### src/rtl/pipe_stage_buf.sv
// pipe_stage_buf: 2-entry skid pipeline register (head H feeds out_*, skid S behind it), 1-cycle latency, registered in_ready.
// Flush under hold is deferred until hold drops; stall/flush counters exist only with `PIPE_STAGE_BUF_PERF_EN defined.
module pipe_stage_buf #(
  parameter int DATA_W = 192,
  parameter int EXC_W  = 9
`ifdef PIPE_STAGE_BUF_PERF_EN
  , parameter int CNT_W = 16
`endif
) (
  input  logic              clock,
  input  logic              reset,
  input  logic              in_valid,
  output logic              in_ready,
  input  logic [DATA_W-1:0] in_data,
  input  logic [EXC_W-1:0]  in_exc,
  input  logic              in_ds,
  output logic              out_valid,
  input  logic              out_ready,
  output logic [DATA_W-1:0] out_data,
  output logic [EXC_W-1:0]  out_exc,
  output logic              out_ds,
  input  logic              hold,
  input  logic              flush,
  output logic [1:0]        occupancy
`ifdef PIPE_STAGE_BUF_PERF_EN
  ,
  output logic [CNT_W-1:0]  stall_cnt,
  output logic [CNT_W-1:0]  flush_cnt
`endif
);

  typedef struct packed {
    logic              vld;
    logic [DATA_W-1:0] dat;
    logic [EXC_W-1:0]  exc;
    logic              ds;
  } entry_t;

  typedef enum logic [1:0] {
    EMPTY = 2'b00,
    ONE   = 2'b01,
    FULL  = 2'b11
  } state_t;

  entry_t h_q, s_q, h_d, s_d, in_ent;
  logic   flush_pend_q, flush_pend_d;
  logic   in_ready_q, in_ready_d;
  logic   in_fire, out_fire, flush_apply;
  state_t state;

  assign in_ent      = '{vld: 1'b1, dat: in_data, exc: in_exc, ds: in_ds};
  assign state       = state_t'({s_q.vld, h_q.vld});
  assign in_fire     = in_valid & in_ready_q;
  assign out_fire    = h_q.vld & out_ready & ~hold;
  // A flush seen while held is remembered and applied on the first unheld edge.
  assign flush_apply = (flush | flush_pend_q) & ~hold;

  always_comb begin
    h_d          = h_q;
    s_d          = s_q;
    flush_pend_d = flush_pend_q;
    if (hold) begin
      if (flush) flush_pend_d = 1'b1;
    end else begin
      flush_pend_d = 1'b0;
    end
    if (flush_apply) begin
      h_d = '0;
      s_d = '0;
    end else begin
      case (state)
        EMPTY: if (in_fire) h_d = in_ent;
        ONE: begin
          if (in_fire && out_fire)  h_d = in_ent;
          else if (in_fire)         s_d = in_ent;
          else if (out_fire)        h_d = '0;
        end
        FULL: begin
          if (out_fire) begin
            h_d = s_q;
            s_d = '0;
          end
        end
        default: begin
          h_d = '0;
          s_d = '0;
        end
      endcase
    end
    in_ready_d = ~s_d.vld & ~flush_pend_d;
  end

  always_ff @(posedge clock or posedge reset) begin
    if (reset) begin
      h_q          <= '0;
      s_q          <= '0;
      flush_pend_q <= 1'b0;
      in_ready_q   <= 1'b0;
    end else begin
      h_q          <= h_d;
      s_q          <= s_d;
      flush_pend_q <= flush_pend_d;
      in_ready_q   <= in_ready_d;
    end
  end

  assign in_ready  = in_ready_q;
  assign out_valid = h_q.vld;
  assign out_data  = h_q.dat;
  assign out_exc   = h_q.exc;
  assign out_ds    = h_q.ds;
  assign occupancy = {1'b0, h_q.vld} + {1'b0, s_q.vld};

`ifdef PIPE_STAGE_BUF_PERF_EN
  logic [CNT_W:0] flush_sum;
  assign flush_sum = {1'b0, flush_cnt} + (CNT_W+1)'(occupancy);

  always_ff @(posedge clock or posedge reset) begin
    if (reset) begin
      stall_cnt <= '0;
      flush_cnt <= '0;
    end else begin
      if (h_q.vld && !out_fire && stall_cnt != '1)
        stall_cnt <= stall_cnt + CNT_W'(1);
      if (flush_apply)
        flush_cnt <= flush_sum[CNT_W] ? '1 : flush_sum[CNT_W-1:0];
    end
  end
`endif

endmodule

### config.mk
export PLATFORM = sky130hd
export DESIGN_NAME = pipe_stage_buf
export DESIGN_NICKNAME = d
export VERILOG_FILES = /design/src/rtl/pipe_stage_buf.sv
export SDC_FILE = /design/constraint.sdc
export NUM_CORES = 1
export LEC_CHECK = 0
export CAP_MARGIN = 40
export CORE_MARGIN = 2
export CORE_UTILIZATION = 55
export CTS_CLUSTER_SIZE = 16
export DETAILED_ROUTE_END_ITERATION = 16
export PLACE_DENSITY_LB_ADDON = 0.12
export RECOVER_POWER = 25
export SKIP_LAST_GASP = 1
export SLEW_MARGIN = 0
export SYNTH_ARGS = -nofsm -noshare
export SYNTH_HDL_FRONTEND = slang
export SYNTH_SLANG_ARGS = --single-unit
export TNS_END_PERCENT = 1
### constraint.sdc
create_clock -name clock -period 46.8 [get_ports clock]
set_clock_uncertainty 0.15 [all_clocks]
set_input_delay 11.7 -clock clock [delete_from_list [all_inputs] [get_ports clock]]
set_output_delay 11.7 -clock clock [all_outputs]
set_load 0.005 [all_outputs]
======== Yosys cells after proc, flatten, opt, wreduce, memory -nomap -nowiden ========
Cells that the tools add are included.
storage, ports and cells
  register bits after elaboration ......... 408
  input port bits ......................... 208
  word-level logic and storage cells ...... 47
operators by class
  equality and inequality tests ........... 9
  add/subtract/negate cells ............... 1
  muxes and demuxes ....................... 14
  reduce and logical (&&, ||, !) cells .... 4
  bitwise operators ....................... 9
operator list
  kind                                            number
  2-to-1 mux 203 bit                              10
  one-hot mux 203 bit (3 select lines)            2
  inequality test 3 bit (second input constant)   4
  inequality test 4 bit (second input constant)   2
  AND reduction 4 bit                             2
  AND 1 bit                                       5
  NOT 1 bit                                       3
  adder 1 x 1 -> 2 bit                            1
  == test 2 x 1 -> 1 bit (second input constant)  1
  == test 2 bit (second input constant)           1
  logical NOT 2 bit                               1
  2-to-1 mux 1 bit                                2
  inequality test 2 bit (second input constant)   1
  logical AND 1 bit                               1
  bitwise OR 1 bit                                1

======== Depth between registers and ports, before layout ========
Gate-level depths: netlist of the first run.
  depth in word-level cells ............... 8
  gate-level depth with buffers ........... 9
  mapped depth without buffers ............ 6

======== Worst setup path after synthesis of the first run ========
No wires, ideal clock.
  kind .................................... input to register
  start ................................... input hold
  end ..................................... register s_q[0] (netlist bit)
  stages .................................. 6
  slack ................................... 33,771 ps
  path buffers ............................ 3
  library setup time ...................... 124 ps
  data arrival time ....................... 12,755 ps
  path through ............................ nand3b_4 > a221o_1 > clkbuf_1 > buf_6 > buf_6 > mux2i_1
on the way
  word-level cells in the longest chain between the ends .. 5
  elaborated cells between the ends (all ways) .. 10
  classes of those cells .................. eq/ne: 4; mux: 1; bitwise: 3; reduce/logical: 2
RTL lines
  what                             line    RTL
  from (decl)                      22      input logic hold,
  NOT 1 bit (*)                    54, 56
  AND 1 bit                        54      assign out_fire = h_q.vld & out_ready & ~hold;
  logical AND 1 bit                74      if (in_fire && out_fire) h_d = in_ent;
  inequality test 3 bit (no line)  --
  AND reduction 4 bit (no line)    --
  to (signal assigned)             96      s_q <= '0;
  to (signal assigned)             101     s_q <= s_d;
  to (decl)                        45      entry_t h_q, s_q, h_d, s_d, in_ent;
Every way passes the cells marked *; elsewhere a longest branch is shown, timed or not.
A chain may end at the register's enable or synchronous reset.

======== Worst setup path after layout of the first run ========
  start ................................... input flush
  end ..................................... register h_q, in the netlist out_data[50]
on the way
  word-level cells in the longest chain between the ends .. 4
  elaborated cells between the ends (all ways) .. 8
  classes of those cells .................. eq/ne: 4; mux: 1; bitwise: 2; reduce/logical: 1
RTL lines
  what                                                                      line  RTL
  from (decl)                                                               23    input logic flush,
  bitwise OR 1 bit (*)                                                      56    assign flush_apply = (flush | flush_pend_q) & ~hold;
  AND 1 bit (*)                                                             56
  inequality test 4 bit (no line) or inequality test 3 bit (tied branches)  --
  AND reduction 4 bit (no line)                                             --
  to (signal assigned)                                                      95    h_q <= '0;
  to (signal assigned)                                                      100   h_q <= h_d;
  to (decl)                                                                 45
Marked as above.

==> flow_summary.yaml, run 1 <==
status:
  status: "finished with violations"
  violations: "capacitance limit, slew limit"
grt:
  grt_overflow: 0
  grt_use_total: 0.298
  antenna_found_initial: 4
  grt_pass1_wl_um: 81100
  grt_start_max_net_pins: 206
  grt_pass1_vias: 14600
timing:
  relSlewSlack: -5.66
  hold_viol_final: 0
  final-max-slew-violation-count: 369
  max_freq_mhz: 42.5
  min_period_ps: 23520
  post-route-period-util: 0.502
  worst_slew_pin_slew_ps: 10000
  setup_viol: 0
  rsz0062_at_grt: "no"
  fin_setup_tns_ps: 0
placement:
  port_buffers: 413
  dp_hpwl_um: 31200
  place.gp.congestion: 0.829
clock_network:
  cts_setup_buffers: 0
  clk_latency_ps: 530
  clkSinkCount: 408
  cts_buffers: 42
  cts_max_level: 2
  cts_hold_buffers: 0
  root_buffer: "clkbuf_16"
  cts_tree: "built"
  cts.path.max_buffers: 3
  postCtsResizedCells: 0
  clk_pin_slew_worst_paths_ps: 60
critical_path:
  r2r_start: "flush_pend_q"
  critical_path_arrival_ps: 23790
  critical_path_class: "in2reg"
  start_kind: "input pin"
  critPathLaunch: "flush"
  critPathCaptureType: "flip-flop"
  worstPathRequired_ps: 47070
  crit_path_max_fanout: 205
die:
  chipWidth_um: 185
  num_rows: 66
  initial_core_util: 0.558
  die_area_sq_um: 34400
  die_h_um: 185
  pin_count: 414
  core_area_sq_um: 32500
power_and_ir_drop:
  p_per_area_nw_per_um2: 61.3
  peakVddDrop_v: 0.0000556
  power_leakage_nw: 10.8
detailed_routing:
  drtPass1Iterations: 5
  post-route-drc-count: 0
  wl_per_cell_um: 21.7
  drt_iter0_drc: 1242
  drtAntennaViolNets: 0
  drt_wl_total_um: 52200
  num_vias: 14400
  via_per_inst: 5.99
min_path:
  hold_start: "out_data[100]"
  hold_class: "reg2reg"
synth:
  syn_area_sq_um: 18100
  async_flop_share: 1.00
  avgSynthCellArea_sq_um: 11.3
  ys_seq_area_frac: 0.564
  ys.flop_type: "dfrtp_1"
  synth_edf_count: 0
  synth_nets: 1820
  synth_warnings: 0
  syn_inst: 1608
  ys_seq_elements: 408
  synth_cell_types: 28
flow_run:
  maxCapViolCount: 3
cells_and_area:
  finalNetCount: 2144
  final_util: 0.730
  drive_above_1_share: 0.0449
  area_growth_pct: 30.8
power by group:
part           leakage [nW]  total (mW)  switching [mW]  internal [mW]
Sequential             5.58       0.522          0.0684          0.453
Clock                 0.662       0.328           0.135          0.193
Combinational          4.61       0.602           0.313          0.289
per-stage QoR:
stage               power (mW)  setup slack (ps)  instance area (sq um)  cells  hold slack, ps
floorplan                0.847             23600                  18100   1608             329
global placement          1.12             30620                  22200   2322             320
detailed placement        1.14             30850                  22400   2330             322
CTS                       1.47             31390                  23700   2403             339
global route              1.52             22670                  23700   2404             343
finish                    1.45             23280                  23700   2404             330
Yosys cell counts, types with 2 or more instances:
cell type	n	area share
dfrtp_1	408	0.56
nand2_1	405	0.084
a22oi_1	202	0.084
mux2i_1	202	0.11
o2bb2ai_1	202	0.098
buf_2	82	0.023
clkbuf_1	55	0.011
buf_6	20	0.012
ha_1	4	0.0028
nor2_1	4	0.00083
a21oi_1	3	0.00083
inv_1	3	0.00062
nor3_1	2	0.00055
o21ai_0	2	0.00055
routing by layer:
layer / vias up / share of wire / GRT usage
li1: 6474 / - / -
met1: 7242 / 0.41 / 0.414
met2: 550 / 0.47 / 0.459
met3: 125 / 0.072 / 0.0581
met4: 6 / 0.044 / 0.132
met5: - / 0.00079 / 0
cells in the final DEF, fill, tap and decap left out, drive strengths merged, types with 2 or more instances in the layout:
master,count
a21oi,3
a22oi,202
buf,21
clkbuf,73
clkdlybuf4s50,318
clkinv,3
dfrtp,408
dlygate4sd3,95
ha,4
inv,2
mux2i,202
nand2,405
nand3b,2
nor2,4
nor3,2
o21ai,2
o21bai,2
o2bb2ai,202
final timing paths:
| path | to | slack, ps | depth (start not counted) |
|---|---|---|---|
| max | out_data[50] | 23280 | 6 |
| max reg2reg | out_data[50] | 34610 | 5 |
| min in group asynchronous | out_data[56] | 12750 | 2 |
| max in group asynchronous | out_data[70] | 29030 | 4 |
| min | out_data[100] | 330 | 1 |
| min reg2reg | out_data[100] | 330 | 1 |
kinds of logic after synthesis:
logic type / share of synthesized area
flops: 0.564
mux: 0.112
simple gates: 0.0894
fa+ha+maj: 0.00276
compound gates: 0.185
buf+inv: 0.0471
final cells by class:
class,count,area [sq um]
tap,442,553
clock buffer,70,1330
timing repair buffer,437,4470
fill,2301,8770
sequential,408,10200
inverter,3,12.5
multi-input combinational,1040,7100
clock inverter,3,15.0
antenna,1,2.50
worst max-delay path, cell delays in order:
cell and delay, ps:
dlygate4sd3_1 590, o21bai_4 110, clkbuf_1 6910, nand3b_1 2910, buf_12 780, o2bb2ai_1 420
registers in the layout, summed over array words and instances (netlist names):
| signal | count |
|---|---|
| out_data | 192 |
| out_valid | 1 |
| out_ds | 1 |
| in_ready | 1 |
| s_q | 203 |
| flush_pend_q | 1 |
| out_exc | 9 |
(Power assumes the default switching activity.)
==> run 2: changes to the inputs <==
CORE_UTILIZATION = 51   (was 55)
clock period = 24.2 ns   (was 46.8 ns; I/O delays follow)
==> flow_summary.yaml, run 2 (synthesis gave the netlist of run 1 again) <==
status:
  status: "finished with violations"
  violations: "capacitance limit, slew limit"
cells_and_area:
  largest_reg_flops: 203
  final_util: 0.676
  final_cell_mix: "410 x clkdlybuf4s50_1, 408 x dfrtp_1, 405 x nand2_1"
  area_growth_pct: 31.5
  finalNetCount: 2160
  top_register: "s_q"
  mostFrequentLayoutCell: "clkdlybuf4s50_1"
  fillCellCount: 2721
  drive_above_1_share: 0.0467
timing:
  hold_viol_final: 0
  max_freq_mhz: 68.0
  fin_setup_tns_ps: 0
  post-route-period-util: 0.607
  worst_slew_pin_slew_ps: 4900
  final-max-slew-violation-count: 383
  setup_viol: 0
  min_period_ps: 14700
  rsz0062_at_grt: "no"
  relSlewSlack: -2.26
critical_path:
  crit_path_max_fanout: 89
  worstPathRequired_ps: 23880
  critPathCaptureType: "asynchronous set/reset pin"
  critical_path_class: "in2async"
  critPathMaxStageDelay_ps: 3470
  cpMostUsedCell: "clkbuf_1"
  start_kind: "input pin"
  critical_path_arrival_ps: 14370
  crit_chain: "dlygate4sd3_1 > clkinvlp_2 > clkbuf_1 > clkbuf_1 > clkbuf_1"
  cp_slowest_cell: "clkbuf_1"
power_and_ir_drop:
  power_leakage_nw: 10.6
  share_comb_of_total_power: 0.423
  clockPowerShare: 0.221
  swShare: 0.353
  seq_power_share: 0.356
  peakVddDrop_v: 0.0000797
  power_mw: 2.84
  switchingPower_mw: 1.00
  p_per_area_nw_per_um2: 119
  internal-power_mw: 1.84
detailed_routing:
  drtPass1Iterations: 5
  drt_iter0_drc: 1006
  post-route-drc-count: 0
  via_per_inst: 5.91
  drtAntennaViolNets: 0
  num_vias: 14400
  wl_per_cell_um: 21.7
  drt_wl_total_um: 53000
clock_network:
  cts_buffers: 44
  clk_pin_slew_worst_paths_ps: 60
  cts_max_level: 2
  clk_latency_ps: 530
  cts_setup_buffers: 0
  cts.path.max_buffers: 3
  clkSinkCount: 408
  postCtsResizedCells: 0
  cts_tree: "built"
  cts_hold_buffers: 0
  root_buffer: "clkbuf_16"
min_path:
  hold_class: "reg2reg"
grt:
  grt_start_max_net_pins: 90
  antenna_found_initial: 13
  grt_pass1_wl_um: 82200
  grt_pass1_vias: 14500
  grt_overflow: 0
  grt_use_total: 0.282
placement:
  port_buffers: 413
  place.gp.congestion: 0.813
  dp_hpwl_um: 32900
die:
  die_area_sq_um: 37000
  initial_core_util: 0.514
  core_area_sq_um: 35200
  die_h_um: 192
  chipWidth_um: 192
  num_rows: 69
  pin_count: 414
flow_run:
  maxCapViolCount: 7
-- run 2: per-stage QoR --
stage                     cell area (sq um)  setup slack, ps  hold slack [ps]  instances
after floorplan                       18100             6650              329       1608
after global placement                22200            14320              320       2346
after detailed placement              22600            15020              323       2363
after CTS                             23900            15420              338       2433
after global routing                  23800             7700              350       2443
final                                 23800             9500              334       2445
-- run 2: worst paths after layout --
kind,slack (ps),to,cells past startpoint,from
setup / recovery,9500,s_q[123],5,reset
hold / removal,330,out_data[41],1,out_data[41]
setup reg to reg,19250,s_q[26],6,out_valid
hold reg to reg,330,out_data[41],1,out_data[41]
max in group clock,14030,out_data[6],7,hold
min in group asynchronous,6320,out_data[121],2,reset
-- run 2: metal layers --
metal,global-route usage,wire [um]
met5,0,9
met2,0.428,24800
met4,0.110,1910
met3,0.0707,4050
met1,0.391,22200
-- run 2: area by class of cell --
type	count	area (sq um)	area share
Tap cell	461	577	0.0242
Sequential cell	408	10200	0.429
Multi-Input combinational cell	1040	7060	0.297
Clock buffer	67	1300	0.0545
Antenna cell	12	30.0	0.00126
Inverter	3	12.5	0.000525
Clock inverter	3	15.0	0.000630
Timing Repair Buffer	451	4610	0.194
-- run 2: worst max-delay path, delay by kind of cell --
family                 cells  cell delay, ps
buffers and inverters      5            8190
-- run 2: power by group through the flow --
stage | clock [mW] | sequential (mW) | combinational, mW
after floorplan | 0 | 0.998 | 0.641
after global routing | 0.668 | 1.03 | 1.29
after global placement | 0 | 1.01 | 1.16
after detailed placement | 0 | 1.01 | 1.20
final | 0.626 | 1.01 | 1.20
after CTS | 0.640 | 1.01 | 1.21
==> run 3: changes to the inputs <==
clock period = 15.35 ns   (was 24.2 ns; I/O delays follow)
==> flow_summary.yaml, run 3 (synthesis gave the netlist of run 1 again) <==
status:
  status: "finished with violations"
  violations: "capacitance limit, slew limit"
cells_and_area:
  area_growth_pct: 33.4
  finalNetCount: 2160
  final_cell_mix: "408 x dfrtp_1, 405 x nand2_1, 392 x clkdlybuf4s50_1"
  stdcell_area_sq_um: 24100
  drive_above_1_share: 0.0550
  mostFrequentLayoutCell: "dfrtp_1"
  final_util: 0.686
  largest_reg_flops: 203
  top_register: "s_q"
flow_run:
  maxCapViolCount: 3
die:
  core_area_sq_um: 35200
  num_rows: 69
  chipWidth_um: 192
  die_h_um: 192
  pin_count: 414
  die_area_sq_um: 37000
  initial_core_util: 0.514
clock_network:
  clk_pin_slew_worst_paths_ps: 60
  cts_hold_buffers: 0
  cts_buffers: 44
  cts_tree: "built"
  root_buffer: "clkbuf_16"
  clkSinkCount: 408
  clk_latency_ps: 530
  cts_max_level: 2
  cts.path.max_buffers: 3
  postCtsResizedCells: 0
  cts_setup_buffers: 0
detailed_routing:
  drtAntennaViolNets: 0
  via_per_inst: 5.90
  drtPass1Iterations: 5
  num_vias: 14500
  post-route-drc-count: 0
  wl_per_cell_um: 21.8
  drt_iter0_drc: 902
  drt_wl_total_um: 53600
power_and_ir_drop:
  peakVddDrop_v: 0.000171
  p_per_area_nw_per_um2: 190
  power_leakage_nw: 10.8
critical_path:
  critical_path_class: "in2async"
  worstPathRequired_ps: 15120
  critical_path_arrival_ps: 8230
  crit_path_max_fanout: 118
  critPathCaptureType: "asynchronous set/reset pin"
  start_kind: "input pin"
  r2r_start: "flush_pend_q"
  critPathLaunch: "reset"
timing:
  max_freq_mhz: 118
  rsz0062_at_grt: "no"
  final-max-slew-violation-count: 128
  post-route-period-util: 0.551
  hold_viol_final: 0
  setup_viol: 0
  relSlewSlack: -1.12
  worst_slew_pin_slew_ps: 3170
  min_period_ps: 8450
  fin_setup_tns_ps: 0
grt:
  grt_use_total: 0.288
  grt_pass1_vias: 14900
  grt_start_max_net_pins: 119
  grt_overflow: 0
  antenna_found_initial: 14
  grt_pass1_wl_um: 84500
placement:
  post_dp_cell_area_sq_um: 22700
  place.gp.congestion: 0.814
  dp_hpwl_um: 33200
  port_buffers: 413
min_path:
  hold_start: "out_data[189]"
  hold_class: "reg2reg"
[run 3: cell type report]
class / count / area [sq um]
clock inverter: 12 / 191
inverter: 3 / 12.5
sequential: 408 / 10200
timing repair buffer: 451 / 4720
tap: 461 / 577
antenna: 12 / 30.0
fill: 2704 / 11100
clock buffer: 68 / 1320
multi-input combinational: 1040 / 7090
[run 3: metal layers]
metal  GRT usage  part of all wire  up-vias
met3      0.0698             0.075      113
li1            -                 -     6511
met4       0.115             0.039        2
met2       0.451              0.47      498
met1       0.387              0.41     7351
met5           0           0.00017        -
[run 3: per-stage QoR]
step / cells / hold slack (ps) / setup WS [ps] / power [mW]
2_1_floorplan: 1608 / 329 / 11.3 / 2.58
3_3_place_gp: 2346 / 319 / 7340 / 3.42
3_5_place_dp: 2363 / 322 / 8090 / 3.51
4_1_cts: 2443 / 340 / 8610 / 4.63
5_1_grt: 2453 / 344 / 6030 / 4.83
6_report: 2455 / 333 / 6900 / 4.60
[run 3: path summary, 6_finish.rpt]
path	end	slack, ps	depth (start not counted)
worst max-delay path	out_data[26]	6900	5
worst min-delay path	out_data[189]	330	1
worst max register to register	s_q[39]	10850	7
worst min register to register	out_data[189]	330	1
max in group clock	s_q[39]	7400	8
min in group asynchronous	out_data[121]	3670	2
[run 3: critical path: stages]
cell and delay [ps]:
dlygate4sd3_1 560, clkinvlp_2 390, buf_16 480, clkbuf_1 530, clkbuf_1 2300
[run 3: power by group]
part / total [mW] / leakage, nW / switching [mW] / internal (mW)
Sequential: 1.59 / 5.58 / 0.212 / 1.38
Combinational: 1.89 / 4.52 / 0.963 / 0.930
Clock: 1.11 / 0.742 / 0.433 / 0.676
Total: 4.60 / 10.8 / 1.61 / 2.99
